[config.mk]
export PLATFORM = sky130hd
export DESIGN_NAME = usb_fs_tx_pkt_buf
export DESIGN_NICKNAME = d
export VERILOG_FILES = /design/src/rtl/usb_fs_pkg.sv /design/src/rtl/usb_fs_tx_ram.sv /design/src/rtl/usb_fs_tx_pkt_buf.sv
export SDC_FILE = /design/constraint.sdc
export NUM_CORES = 1
export LEC_CHECK = 0
export ABC_AREA = 1
export BUFFER_PORTS_ARGS = -buffer_cell sky130_fd_sc_hd__buf_4
export CORE_ASPECT_RATIO = 1.25
export CORE_MARGIN = 8
export CORE_UTILIZATION = 46
export DETAILED_ROUTE_END_ITERATION = 7
export HOLD_SLACK_MARGIN = 0.03
export REMOVE_ABC_BUFFERS = 1
export SLEW_MARGIN = 40
export SYNTH_ARGS = -nofsm -noshare
export SYNTH_HDL_FRONTEND = slang
export SYNTH_HIERARCHICAL = 1
export SYNTH_SLANG_ARGS = --single-unit
[constraint.sdc]
create_clock -name clk_i -period 2.51 [get_ports clk_i]
set_input_delay 0.502 -clock clk_i [delete_from_list [all_inputs] [get_ports clk_i]]
set_output_delay 0.502 -clock clk_i [all_outputs]
set_load 0.02 [all_outputs]
[src/rtl/usb_fs_pkg.sv]
// Shared USB full-speed definitions: PID codes, TX buffer state encoding, DATA-PID test.
package usb_fs_pkg;

  localparam logic [3:0] PidOut   = 4'b0001;
  localparam logic [3:0] PidIn    = 4'b1001;
  localparam logic [3:0] PidSetup = 4'b1101;
  localparam logic [3:0] PidData0 = 4'b0011;
  localparam logic [3:0] PidData1 = 4'b1011;
  localparam logic [3:0] PidAck   = 4'b0010;
  localparam logic [3:0] PidNak   = 4'b1010;
  localparam logic [3:0] PidStall = 4'b1110;

  typedef enum logic [1:0] {
    StFill  = 2'd0,
    StStart = 2'd1,
    StSend  = 2'd2,
    StHold  = 2'd3
  } tx_state_e;

  // DATA0/DATA1/DATA2/MDATA all share 2'b11 in the low PID bits.
  function automatic logic is_data_pid(input logic [1:0] pid_lo);
    return pid_lo == 2'b11;
  endfunction

endpackage

[src/rtl/usb_fs_tx_ram.sv]
// Byte RAM for the TX packet buffer: one write port, registered read port.
module usb_fs_tx_ram #(
  parameter int unsigned Depth = 64,
  localparam int unsigned AddrW = $clog2(Depth)
) (
  input  logic             clk_i,
  input  logic             reset_i,
  input  logic             we_i,
  input  logic [AddrW-1:0] waddr_i,
  input  logic [7:0]       wdata_i,
  input  logic [AddrW-1:0] raddr_i,
  output logic [7:0]       rdata_o
);

  logic [7:0] mem_q [Depth];
  logic [7:0] rdata_q;

  always_ff @(posedge clk_i) begin
    if (we_i) begin
      mem_q[waddr_i] <= wdata_i;
    end
  end

  always_ff @(posedge clk_i) begin
    if (reset_i) begin
      rdata_q <= 8'h00;
    end else begin
      rdata_q <= mem_q[raddr_i];
    end
  end

  assign rdata_o = rdata_q;

endmodule

[src/rtl/usb_fs_tx_pkt_buf.sv]
// Single-packet TX staging buffer between endpoint logic and the FS serializer.
// Define USB_TX_RETRY_EN to hold the packet after EOP for retry/release.
module usb_fs_tx_pkt_buf
  import usb_fs_pkg::*;
#(
  parameter int unsigned Depth = 64,
  localparam int unsigned CntW = $clog2(Depth) + 1,
  localparam int unsigned AddrW = $clog2(Depth)
) (
  input  logic       clk_i,
  input  logic       reset_i,
  input  logic       wr_valid_i,
  input  logic [7:0] wr_data_i,
  output logic       wr_ready_o,
  input  logic       commit_i,
  input  logic [3:0] commit_pid_i,
  input  logic       abort_i,
  output logic       pkt_start_o,
  output logic [3:0] pid_o,
  output logic       tx_data_avail_o,
  input  logic       tx_data_get_i,
  output logic [7:0] tx_data_o,
  input  logic       pkt_end_i,
  output logic       busy_o,
  output logic       done_o,
  input  logic       retry_i,
  input  logic       release_i
);

  localparam logic [CntW-1:0] Full = CntW'(Depth);

`ifdef USB_TX_RETRY_EN
  localparam tx_state_e EndSt = StHold;
`else
  localparam tx_state_e EndSt = StFill;
  logic unused_retry;
  assign unused_retry = retry_i ^ release_i;
`endif

  tx_state_e       state_q, state_d;
  logic [CntW-1:0] wr_cnt_q, wr_cnt_d;
  logic [CntW-1:0] rd_ptr_q, rd_ptr_d;
  logic [3:0]      pid_q, pid_d;
  logic            done_q, done_d;
  logic            commit_ok, wr_fire, get_fire, released, rewind;

  assign commit_ok = (state_q == StFill) && commit_i && !abort_i;
  assign wr_fire   = wr_valid_i && wr_ready_o && !abort_i;
  assign get_fire  = tx_data_get_i && tx_data_avail_o;
  assign released  = (state_q != StFill) && (state_d == StFill);
  assign rewind    = (state_q == StHold) && (state_d == StStart);

  always_ff @(posedge clk_i) begin
    if (reset_i) begin
      state_q  <= StFill;
      wr_cnt_q <= '0;
      rd_ptr_q <= '0;
      pid_q    <= 4'h0;
      done_q   <= 1'b0;
    end else begin
      state_q  <= state_d;
      wr_cnt_q <= wr_cnt_d;
      rd_ptr_q <= rd_ptr_d;
      pid_q    <= pid_d;
      done_q   <= done_d;
    end
  end

  always_comb begin
    state_d = state_q;
    unique case (state_q)
      StFill:  if (commit_ok) state_d = StStart;
      StStart: state_d = pkt_end_i ? EndSt : StSend;
      StSend:  if (pkt_end_i) state_d = EndSt;
      StHold: begin
`ifdef USB_TX_RETRY_EN
        if (release_i) state_d = StFill;
        else if (retry_i) state_d = StStart;
`else
        state_d = StFill;
`endif
      end
      default: state_d = StFill;
    endcase
  end

  always_comb begin
    wr_cnt_d = wr_cnt_q;
    rd_ptr_d = rd_ptr_q;
    pid_d    = pid_q;
    done_d   = released;
    if (state_q == StFill) begin
      if (abort_i) wr_cnt_d = '0;
      else if (wr_fire) wr_cnt_d = wr_cnt_q + CntW'(1);
      if (commit_ok) begin
        pid_d    = commit_pid_i;
        rd_ptr_d = '0;
      end
    end else if (released) begin
      wr_cnt_d = '0;
    end
    if (get_fire) rd_ptr_d = rd_ptr_q + CntW'(1);
    if (rewind) rd_ptr_d = '0;
  end

  always_comb begin
    wr_ready_o      = 1'b0;
    pkt_start_o     = 1'b0;
    tx_data_avail_o = 1'b0;
    busy_o          = 1'b1;
    unique case (state_q)
      StFill: begin
        wr_ready_o = (wr_cnt_q != Full);
        busy_o     = 1'b0;
      end
      StStart: pkt_start_o = 1'b1;
      StSend:  tx_data_avail_o = is_data_pid(pid_q[1:0]) && (rd_ptr_q != wr_cnt_q);
      default: ;
    endcase
  end

  assign pid_o  = pid_q;
  assign done_o = done_q;

  // Read address follows the next pointer so tx_data lands with the pointer update.
  usb_fs_tx_ram #(
    .Depth(Depth)
  ) u_ram (
    .clk_i  (clk_i),
    .reset_i(reset_i),
    .we_i   (wr_fire),
    .waddr_i(wr_cnt_q[AddrW-1:0]),
    .wdata_i(wr_data_i),
    .raddr_i(rd_ptr_d[AddrW-1:0]),
    .rdata_o(tx_data_o)
  );

endmodule
# Yosys cells after proc, flatten, opt, wreduce, memory -nomap -nowiden
# Memories as Yosys holds them, arrays and structs flattened. A register that Yosys moved wholly into a read port is not among the register bits.
# Index checks and enable logic that the tools add are counted.
word_totals:
  mem_count: 1
  out_inout_bits: 17
  in_bits: 21
  reg_bits: 21
  ram_bits: 512
  elab_cells: 54
classes:
  addsub: 2
  eq_ne: 8
  muxes: 18
  reduce_logical: 19
mem_list:
  columns: ["memory", "words", "width", "rd", "rd_clocked_by_memory_dff", "write_ports", "line", "text"]
  rows:
  - ["u_ram.mem_q", 64, 8, 1, 1, 1, "usb_fs_tx_ram.sv:15", "logic [7:0] mem_q [Depth];"]
op_table:
  columns: ["cell", "count"]
  rows:
  - ["two-way mux 7 bit", 7]
  - ["adder 7 x 1 -> 7 bit (second input constant)", 2]
  - ["logical AND 1 bit", 8]
  - ["case mux 2 bit (4 select lines)", 1]
  - ["nonzero test 2 bit", 4]
  - ["inequality test 7 bit", 1]
  - ["inequality test 7 bit (second input constant)", 1]
  - ["equality test 2 bit (second input constant)", 3]
  - ["two-way mux 1 bit", 6]
  - ["two-way mux 2 bit", 3]
  - ["two-way mux 6 bit", 1]
  - ["AND reduction 2 bit", 3]
  - ["equality test 2 x 1 -> 1 bit (second input constant)", 2]
  - ["logical NOT 2 bit", 2]
  - ["inequality test 3 x 2 -> 1 bit (second input constant)", 1]
  - ["OR reduction 2 bit", 1]
  - ["logical NOT 1 bit", 1]

# Depth between registers and ports, before layout
# Gate-level depths: netlist of the first run.
logic_depth:
  word_depth: 9
  depth_mapped: 22
  ltp_nobuf: 19

# Hierarchy
# The synthesis of the first run kept the hierarchy.
by_module_without_submodules:
  columns: ["module", "cells_per_inst", "n_inst", "seq_area_each_um2", "area_each_um2"]
  rows:
  - ["usb_fs_tx_ram", 1806, 1, 15534.9, 21192.8]
  - ["usb_fs_tx_pkt_buf", 176, 1, 420.4, 1208.7]

# Least setup slack after synthesis of the first run
# OpenSTA, ideal clock, no wires.
synth_timing:
  path_kind: "reg2reg"
  startpoint: "register wr_cnt_q[0]"
  endpoint: "memory u_ram.mem_q[48][0], enable pin"
  n_path_buf: 1
  path_stages_with_launch: 9
  setup_slack_ns: -0.259
  setup_time_ns: 0.395
  t_required_ns: 2.115
  period_less_slack_ns: 2.769
  arrival_time_ns: 2.374
  path_cell_list: "dfxtp_1 inv_1 ha_1 nand4_1 nand3_1 nor2_2 clkbuf_1 nand4_1 nor4_1"
synth_via:
  elab_chain_len: 6
synth_lines:
  columns: ["item", "line", "text"]
  rows:
  - ["start, declared", "usb_fs_tx_pkt_buf.sv:41", "logic [CntW-1:0] wr_cnt_q, wr_cnt_d;"]
  - ["start signal, assigned", "usb_fs_tx_pkt_buf.sv:62", "wr_cnt_q <= wr_cnt_d;"]
  - ["inequality test 7 bit", "usb_fs_tx_pkt_buf.sv:113", "wr_ready_o = (wr_cnt_q != Full);"]
  - ["two-way mux 1 bit", "usb_fs_tx_pkt_buf.sv:111", "unique case (state_q)"]
  - ["logical AND 1 bit (2 in a row)", "usb_fs_tx_pkt_buf.sv:48", "assign wr_fire = wr_valid_i && wr_ready_o && !abort_i;"]
  - ["net wr_fire", "usb_fs_tx_pkt_buf.sv:45", "logic commit_ok, wr_fire, get_fire, released, rewind;"]
  - ["two-way mux 1 bit", "usb_fs_tx_ram.sv:19", "if (we_i) begin"]
  - ["two-way mux 1 bit (not written as such)", "usb_fs_tx_ram.sv:20", "mem_q[waddr_i] <= wdata_i;"]
  - ["end, declared", "usb_fs_tx_ram.sv:15", null]
# The timed path passes the listed nets, and every way through them passes these cells.

# Worst setup path after layout of the first run
layout_timing:
  startpoint: "register wr_cnt_q[4]"
  endpoint: "register u_ram.rdata_q[5] (netlist: u_ram/rdata_o[5]) (read register of u_ram.mem_q)"
layout_via:
  elab_chain_len: 6
layout_lines:
  columns: ["item", "line", "text"]
  rows:
  - ["inequality test 7 bit", "usb_fs_tx_pkt_buf.sv:117", "StSend: tx_data_avail_o = is_data_pid(pid_q[1:0]) && (rd_ptr_q != wr_cnt_q);"]
  - ["logical AND 1 bit", "usb_fs_tx_pkt_buf.sv:117", null]
  - ["two-way mux 1 bit", "usb_fs_tx_pkt_buf.sv:111", null]
  - ["logical AND 1 bit", "usb_fs_tx_pkt_buf.sv:49", "assign get_fire = tx_data_get_i && tx_data_avail_o;"]
  - ["two-way mux 7 bit", "usb_fs_tx_pkt_buf.sv:102", "if (get_fire) rd_ptr_d = rd_ptr_q + CntW'(1);"]
  - ["two-way mux 6 bit", "usb_fs_tx_pkt_buf.sv:103", "if (rewind) rd_ptr_d = '0;"]
  - ["net rd_ptr_d[0]", "usb_fs_tx_pkt_buf.sv:42", "logic [CntW-1:0] rd_ptr_q, rd_ptr_d;"]
  - ["end, declared", "usb_fs_tx_ram.sv:16", "logic [7:0] rdata_q;"]
# The timed path passes the listed nets, and every way through them passes these cells.
# A chain may end at the register's enable or synchronous reset.

==> summary by stage, run 1 <==
Clock tree
In this run, post-CTS hold repair placed 0 buffers. In this run the clock root is driven by a clkbuf_16. TritonCTS created 51 clock buffers. The clock latency on the worst-skew pair is 570 ps.

The H-tree depth is 2. TritonCTS built the clock tree. Clock-pin slew was measured on the worst setup and hold paths at 60 ps. The number of sinks on the clock net is 541. The longest clock path from root to sink contains 3 buffers.

Routing
The count of TritonRoute iterations in the first routing pass is 5. The wire length per cell after detailed routing is 21.2 um. The number of vias per cell after detailed routing is 5.44. The detail route stage leaves a number of antenna-violating nets equal to 0. For this run, design rule violations remaining after detail routing come to 0. The via total after detailed routing is 15700. The routed design has roughly 61 mm of wire. The first routing iteration left 1252 violations.

Cells and area
Of the cells placed in the final design, the portion with a size suffix greater than 1 is 0.244. From synthesis to final layout, the design area changed by 24.9%. The number of nets in the layout is between 2000 and 2500. The end-of-flow core utilization is 0.580. The count of inserted antenna diode cells is 0. The finished cells cover between 20000 and 30000 um^2.

GRT
The maximum number of pins on one net before global-route repair is 65. Across every metal layer, demand over resource in global routing totals 0.210. The number of global-route vias before repair is 15500.

The first global-routing pass estimated 90.2 mm of wire. The initial antenna violation count is 0. Summed over all layers, the global routing overflow is 0.

Worst setup path
The category of the critical setup timing path is flop to flop. Counting cells, the worst reg-to-reg path comes to 18. The worst register-to-register path has a setup slack of -30 ps.

The most numerous cell on the critical path is nand3_1. In this run the critical register-to-register path is captured at u_ram/rdata_o[5]. The critical path goes through xnor2_2, nand2_2, nor2_4, nand2_4, nand3_4, o21ai_4, nand2_4, clkinv_8, buf_12, bufbuf_16, nand2_1, nand3_1, nand3_1, nand2_2, nand2_1, nand3_1, nand3_1, a21oi_2. The launch instance of the worst register-to-register path is wr_cnt_q[4]. The worst setup path is launched from a flop. STA classifies the critical path endpoint as a flop. The arrival time of data at the critical path endpoint is 2970 ps. On the critical path, the stage with the largest delay is an instance of dfxtp_2.

On the worst path, the slowest cell contributes a delay of roughly 340 ps. The data required time of the critical path is 2940 ps. Along the worst path, the maximum fanout reaches 16.

Synth
Yosys mapped a number of flops with a built-in enable equal to 512. After synthesis the cells add up to 22400 um^2. The compound-gate portion of the synthesized area is 0.00732. The post-synthesis instance total is 1982. Of all flip-flops after synthesis, the portion carrying an async set or reset was 0. Of the total synthesized cell area, the portion taken by XOR and XNOR cells is 0.00346. The count of unique library cells instantiated by Yosys is 33. The combinational family with the most area after synthesis is simple AND/OR/NAND/NOR gates. The share of the yosys chip area belonging to registers is 0.712. The adder and majority cell fraction of the synthesized area is 0.00168. The biggest area contributor in the post-synthesis netlist is edfxtp_1. The commonest cells after synthesis are nand2_1, edfxtp_1, nand3_1, nor2_1, inv_1. The average instance area after synthesis is 11.3 um^2. The share of synthesized area in the top cell type comes to 0.686. The number of warning messages in the yosys log is 6. The post-synthesis share of cell area spent on and, or, nand and nor gates is 0.239. The register bit count reported by yosys is 541. The portion of synthesized area spent on multiplexers is 0. The dominant register cell in the synthesized netlist is edfxtp_1. In the post-synthesis netlist, the biggest area contributors are edfxtp_1, nand2_1, nand3_1, dfxtp_1, nor2_1. The most instantiated library cell after synthesis is nand2_1.

Worst hold path
For hold timing, the worst endpoint is pid_o[3]. The worst hold path passes through 3 cells. The worst hold path startpoint is commit_pid_i[3].

The class of the tightest hold or removal check is input pin to flop.

STA
For the finished layout, the period the worst path requires is 2540 ps. In the post-route analysis, the smallest setup slack over all paths is -30.9 ps. At the pin with the least slew margin, the transition time is 831 ps. The final hold violation count is 0.

Dividing the final minimum period by the clock period gives 1.01. The worst hold slack is 185 ps. Static timing analysis puts the maximum clock frequency at 394 MHz. Setup repair after global routing could not meet its margin everywhere. The worst pin sits at a relative slew slack of 0.446. Across the routed clock network, the largest skew measured is 28.6 ps.

The total of endpoints with negative setup slack in the final report is 3. The number of pins with negative max-slew slack in the final report is 0.

Pwr
For this design the ratio of total power to cell area is 649 nW/um^2. The worst-case IR drop observed on VDD is 542 uV. The static leakage power is 10.4 nW.

Die
The floorplan has 90 rows. The floorplan step defined a die boundary enclosing roughly 56000 um^2. For this configuration, the core starts out at a cell density of 0.465. 38 I/O pins were placed. The height of the die is 263 um.

In this run the horizontal extent of the chip is 213 um. The core region is 48200 um^2.

Place
The number of buffers added on ports is 35. The detailed placer's ending HPWL is 36.2 mm. The routability congestion estimate from global placement is 0.861. The placement-stage cell area is 24900 um^2. Prior to clock tree synthesis, the placed netlist has a worst setup slack of -227 ps.

Flow run
The tool flagged a number of max-cap violations equal to 0.

Run status
The final reports fail on negative setup slack. The run finished, with violations left.
[how the worst max path moves through the flow]
stage / start / end / depth (start not counted)
6_report: wr_cnt_q[4] / u_ram/rdata_o[5] / 18
3_3_place_gp: abort_i / u_ram/rdata_o[0] / 18
5_1_grt: rd_ptr_q[1] / u_ram/rdata_o[5] / 21
2_1_floorplan: wr_cnt_q[0] / u_ram/rdata_o[2] / 19
4_1_cts: rd_ptr_q[5] / u_ram/rdata_o[6] / 20
3_5_place_dp: abort_i / u_ram/rdata_o[0] / 18
[per-layer routing]
metal / vias up / track usage / wire, um
li1: 7369 / - / -
met1: 7688 / 0.268 / 25000
met2: 519 / 0.358 / 30900
met3: 129 / 0.0278 / 3080
met4: 0 / 0.0846 / 2350
met5: - / 0 / 0
[layout make-up]
| class | count | area [um^2] |
|---|---|---|
| timing repair buffer | 284 | 2970 |
| clock buffer | 57 | 1300 |
| inverter | 35 | 183 |
| clock inverter | 36 | 402 |
| multi-input combinational | 1288 | 6330 |
| timing repair inverter | 1 | 8.76 |
| sequential | 541 | 16000 |
| fill | 3950 | 20200 |
| tap | 644 | 806 |
[sequential cells by signal (all words and copies together), names as in the netlist]
name / count
u_ram/mem_q: 512
u_ram/rdata_o: 8
rd_ptr_q: 7
wr_cnt_q: 7
pid_o: 4
state_q: 2
done_o: 1
[worst max-delay path: cells and delay by family (launching register included)]
| kind | cells | cell delay, ps |
|---|---|---|
| buffers and inverters | 3 | 580 |
| DFF | 1 | 340 |
| AOI/OAI and AO/OA | 2 | 130 |
| and+or+nand+nor | 12 | 1140 |
| xor gates and xnor gates | 1 | 180 |
[where the power goes]
group | leakage (nW) | internal, mW | switching (mW)
Clock | 0.823 | 4.64 | 3.24
Sequential | 4.84 | 9.88 | 0.0111
Combinational | 4.70 | 0.0961 | 0.284
Total | 10.4 | 14.6 | 3.53
[cells by family after synthesis]
family / after synthesis
buffers and inverters: 153
adder cells (fa/ha/maj): 3
AND/OR/NAND/NOR: 1247
AO/OA/AOI/OAI: 30
XOR/XNOR: 8
flip-flops: 541
[cell usage in the layout, fill, tap and decap left out, types with 5 or more instances in the layout]
master / n
clkbuf_1: 6
nor2_1: 77
buf_6: 11
nand2_2: 47
a21oi_2: 8
nor3_1: 5
nand2_1: 635
edfxtp_1: 512
inv_1: 24
clkinv_2: 7
buf_4: 218
nand3_2: 98
bufinv_16: 9
nand3_1: 352
buf_16: 9
a21oi_1: 15
nor4_1: 8
dfxtp_2: 10
clkbuf_16: 57
dfxtp_1: 18
nand4_1: 12
buf_12: 35
clkinv_1: 15
inv_2: 6
[repair_timing]
| item | 4_1_cts | 5_1_grt |
|---|---|---|
| buffers inserted | 5 | 11 |
| pin swaps | 13 | 53 |
| resized for setup | 55 | 162 |
| setup endpoints to repair | 8 | 72 |
| cloned | 8 | 8 |
[per-stage QoR]
step / TNS, ps / power (mW) / cells
after floorplan: -67700 / 10.2 / 1864
after global placement: -739 / 10.5 / 2763
after detailed placement: -1110 / 10.5 / 2763
after CTS: 0 / 18.3 / 2869
after global routing: -1000 / 18.6 / 2886
final: -84.4 / 18.2 / 2886
Power figures use the tool's default switching activity.
==> run 2: changes to the inputs <==
Settings changed: SKIP_CTS_REPAIR_TIMING from default to 1.
==> summary by stage, run 2 (synthesis gave the netlist of run 1 again) <==
Routing
The via total after detailed routing is 15700. After detailed routing, the total wire length is 61.4 mm. After the first detailed-routing iteration, the DRC count stood at 1433. The count of antenna-violating nets left after detailed routing is 0.

In the final routed layout, each cell accounts on average for 21.3 um. The number of vias per cell after detailed routing is 5.45. In the routed design, unresolved DRC markers number 0. The pre-antenna-repair detailed-routing pass consisted of 6 iterations.

STA
The final hold violation count is 0. For the final database, setup skew stands at 27.7 ps. The transition time at the pin with the least slew margin is 841 ps. Setup violations remaining at the end of the flow were counted as 8. Headroom to the max-slew limit came out at 0.440. The worst-case setup margin in the final layout is -124 ps. In the finished design, the share of the clock period the worst path needs comes to 1.05. The achievable frequency is 380 MHz.

Counting I/O delays and the setup requirement, the final critical path takes ~2600 ps. The number of pins with negative max-slew slack in the final report is 0. Setup repair after global routing could not meet its margin everywhere.

Worst setup path
The largest driver fanout on the critical path is 8. The depth of the worst register-to-register path is 20. The worst setup path is launched from a flop. The data required time of the critical path is 2960 ps. The kind of end point of the critical path is a flop. The category of the critical setup timing path is flop to flop. STA puts the critical path data arrival time at 3080 ps.

Die
The number of cell rows is 90. In this run the horizontal extent of the chip is 213 um. The core region is 48200 um^2. The top-level port count is 38. The floorplan step set the die height to around 260 um. The initial utilization of the core area, before any placement, comes to 0.465. The area enclosed by the die boundary is ~56000 um^2.

Place
Before CTS, the worst setup slack after placement is -227 ps. Routability-driven placement finished with a final weighted congestion of ~0.86. After detailed placement, the total cell area comes to 24900 um^2. The detailed placer's ending HPWL is 36.2 mm. Buffers placed on the I/O ports in this run total 35.

Worst hold path
The class of the tightest hold or removal check is input pin to flop. The number of cells on the worst hold path is 3.

Cells and area
The count of inserted antenna diode cells is 0. The flip-flop count of the largest register, all copies and words added is 512. The register bank with the most flops is u_ram/mem_q. Leaving out fill and tap cells, the most frequent cells in the layout are nand2_1, edfxtp_1, nand3_1. The share of layout cells above drive strength 1 is 0.209. The fill cell total of the finished layout is 3954.

The leading cell type in the layout, fill and taps excluded is nand2_1. Once layout is done, the placed cells without fillers occupy 27600 um^2. Relative to the synthesized area, the layout overhead comes to 23.3%.

The number of nets in the layout is 2230.

Pwr
Summed over all nets, the switching power comes to 3.52 mW. Cell internal power was estimated by the tool at approximately 15 mW. The clock power share is 0.434. The power per unit of standard cell area is 657 nW/um^2. For this design the static power due to leakage is approximately 10 nW. Across the VDD grid, the largest voltage drop is 543 uV. The fraction of power spent switching nets is 0.194. Of the total power, combinational logic draws 0.021.

Of the total power, registers draw 0.546.

Clock tree
No sink is reached through more buffers than the 3 on the longest clock path. The H-tree depth is 2. The clock latency on the worst-skew pair is 570 ps. The total CTS buffers is 51.

The post-CTS clock slew at the launch and capture registers of the worst setup and hold paths is about 60 ps. The number of sinks on the clock net is 541. The cell sitting at the root of the clock tree is a clkbuf_16.

TritonCTS built the clock tree.

GRT
In the global route stage, overall resource usage came out at 0.203. The number of global-route vias before repair is roughly 15000. The maximum number of pins on one net before global-route repair is 65. The wire length of the first global-routing pass is 87.4 mm. The residual overflow from global routing is 0. The initial antenna violation count was 0.

Flow run
The tool flagged a number of max-cap violations equal to 0.

Run status
The final reports fail on negative setup slack. The flow ran to the end, but the final reports show violations.
## run 2: path summary, 6_finish.rpt
path / startpoint / to / slack (ps)
worst max-delay path: rd_ptr_q[4] / u_ram/rdata_o[3] / -120
worst min-delay path: commit_pid_i[3] / pid_o[3] / 190
worst max register to register: rd_ptr_q[4] / u_ram/rdata_o[3] / -120
worst min register to register: pid_o[2] / pid_o[2] / 470
## run 2: area by class of cell
cell class | count | area (um^2) | area share
sequential | 541 | 16000 | 0.578
multi-input combinational | 1288 | 5980 | 0.217
timing repair buffer | 289 | 2990 | 0.108
clock buffer | 57 | 1300 | 0.0470
tap | 644 | 806 | 0.0292
clock inverter | 36 | 402 | 0.0145
inverter | 35 | 183 | 0.00661
## run 2: per-layer routing
layer / share of wire / up-vias / track usage
li1: - / 7369 / -
met1: 0.40 / 7724 / 0.260
met2: 0.50 / 531 / 0.347
met3: 0.060 / 122 / 0.0248
met4: 0.036 / 0 / 0.0749
met5: 0 / - / 0
## run 2: power by group through the flow
stage	clock, mW	combinational [mW]	sequential (mW)
CTS	8.00	0.370	9.90
finish	7.87	0.374	9.90
floorplan	0	0.0705	10.1
global placement	0	0.361	10.1
global route	8.31	0.403	9.89
detailed placement	0	0.370	10.1
## run 2: through the flow
| stage | util | total power [mW] | std cells | setup TNS (ps) | hold slack, ps |
|---|---|---|---|---|---|
| after floorplan | - | 10.2 | 1864 | -67700 | 484 |
| after global placement | 0.516 | 10.5 | 2763 | -739 | 458 |
| after detailed placement | 0.516 | 10.5 | 2763 | -1110 | 467 |
| after CTS | 0.551 | 18.3 | 2856 | -1110 | 161 |
| after global routing | 0.573 | 18.6 | 2890 | -1570 | 186 |
| final | 0.573 | 18.1 | 2890 | -652 | 186 |
## run 2: worst max-delay path: stages (launching register included)
cell and delay (ps):
dfxtp_1 390, xnor2_2 140, nand2_2 80, nor2_4 180
nand2_4 70, nand3_4 80, o21ai_4 70, nand2_4 100
inv_8 60, buf_16 140, buf_16 150, buf_12 150
clkbuf_16 160, nand2_1 60, nand3_1 90, nand3_1 100
nand2_1 80, nand2_1 70, nand3_1 90, nand3_1 140
a21oi_2 70
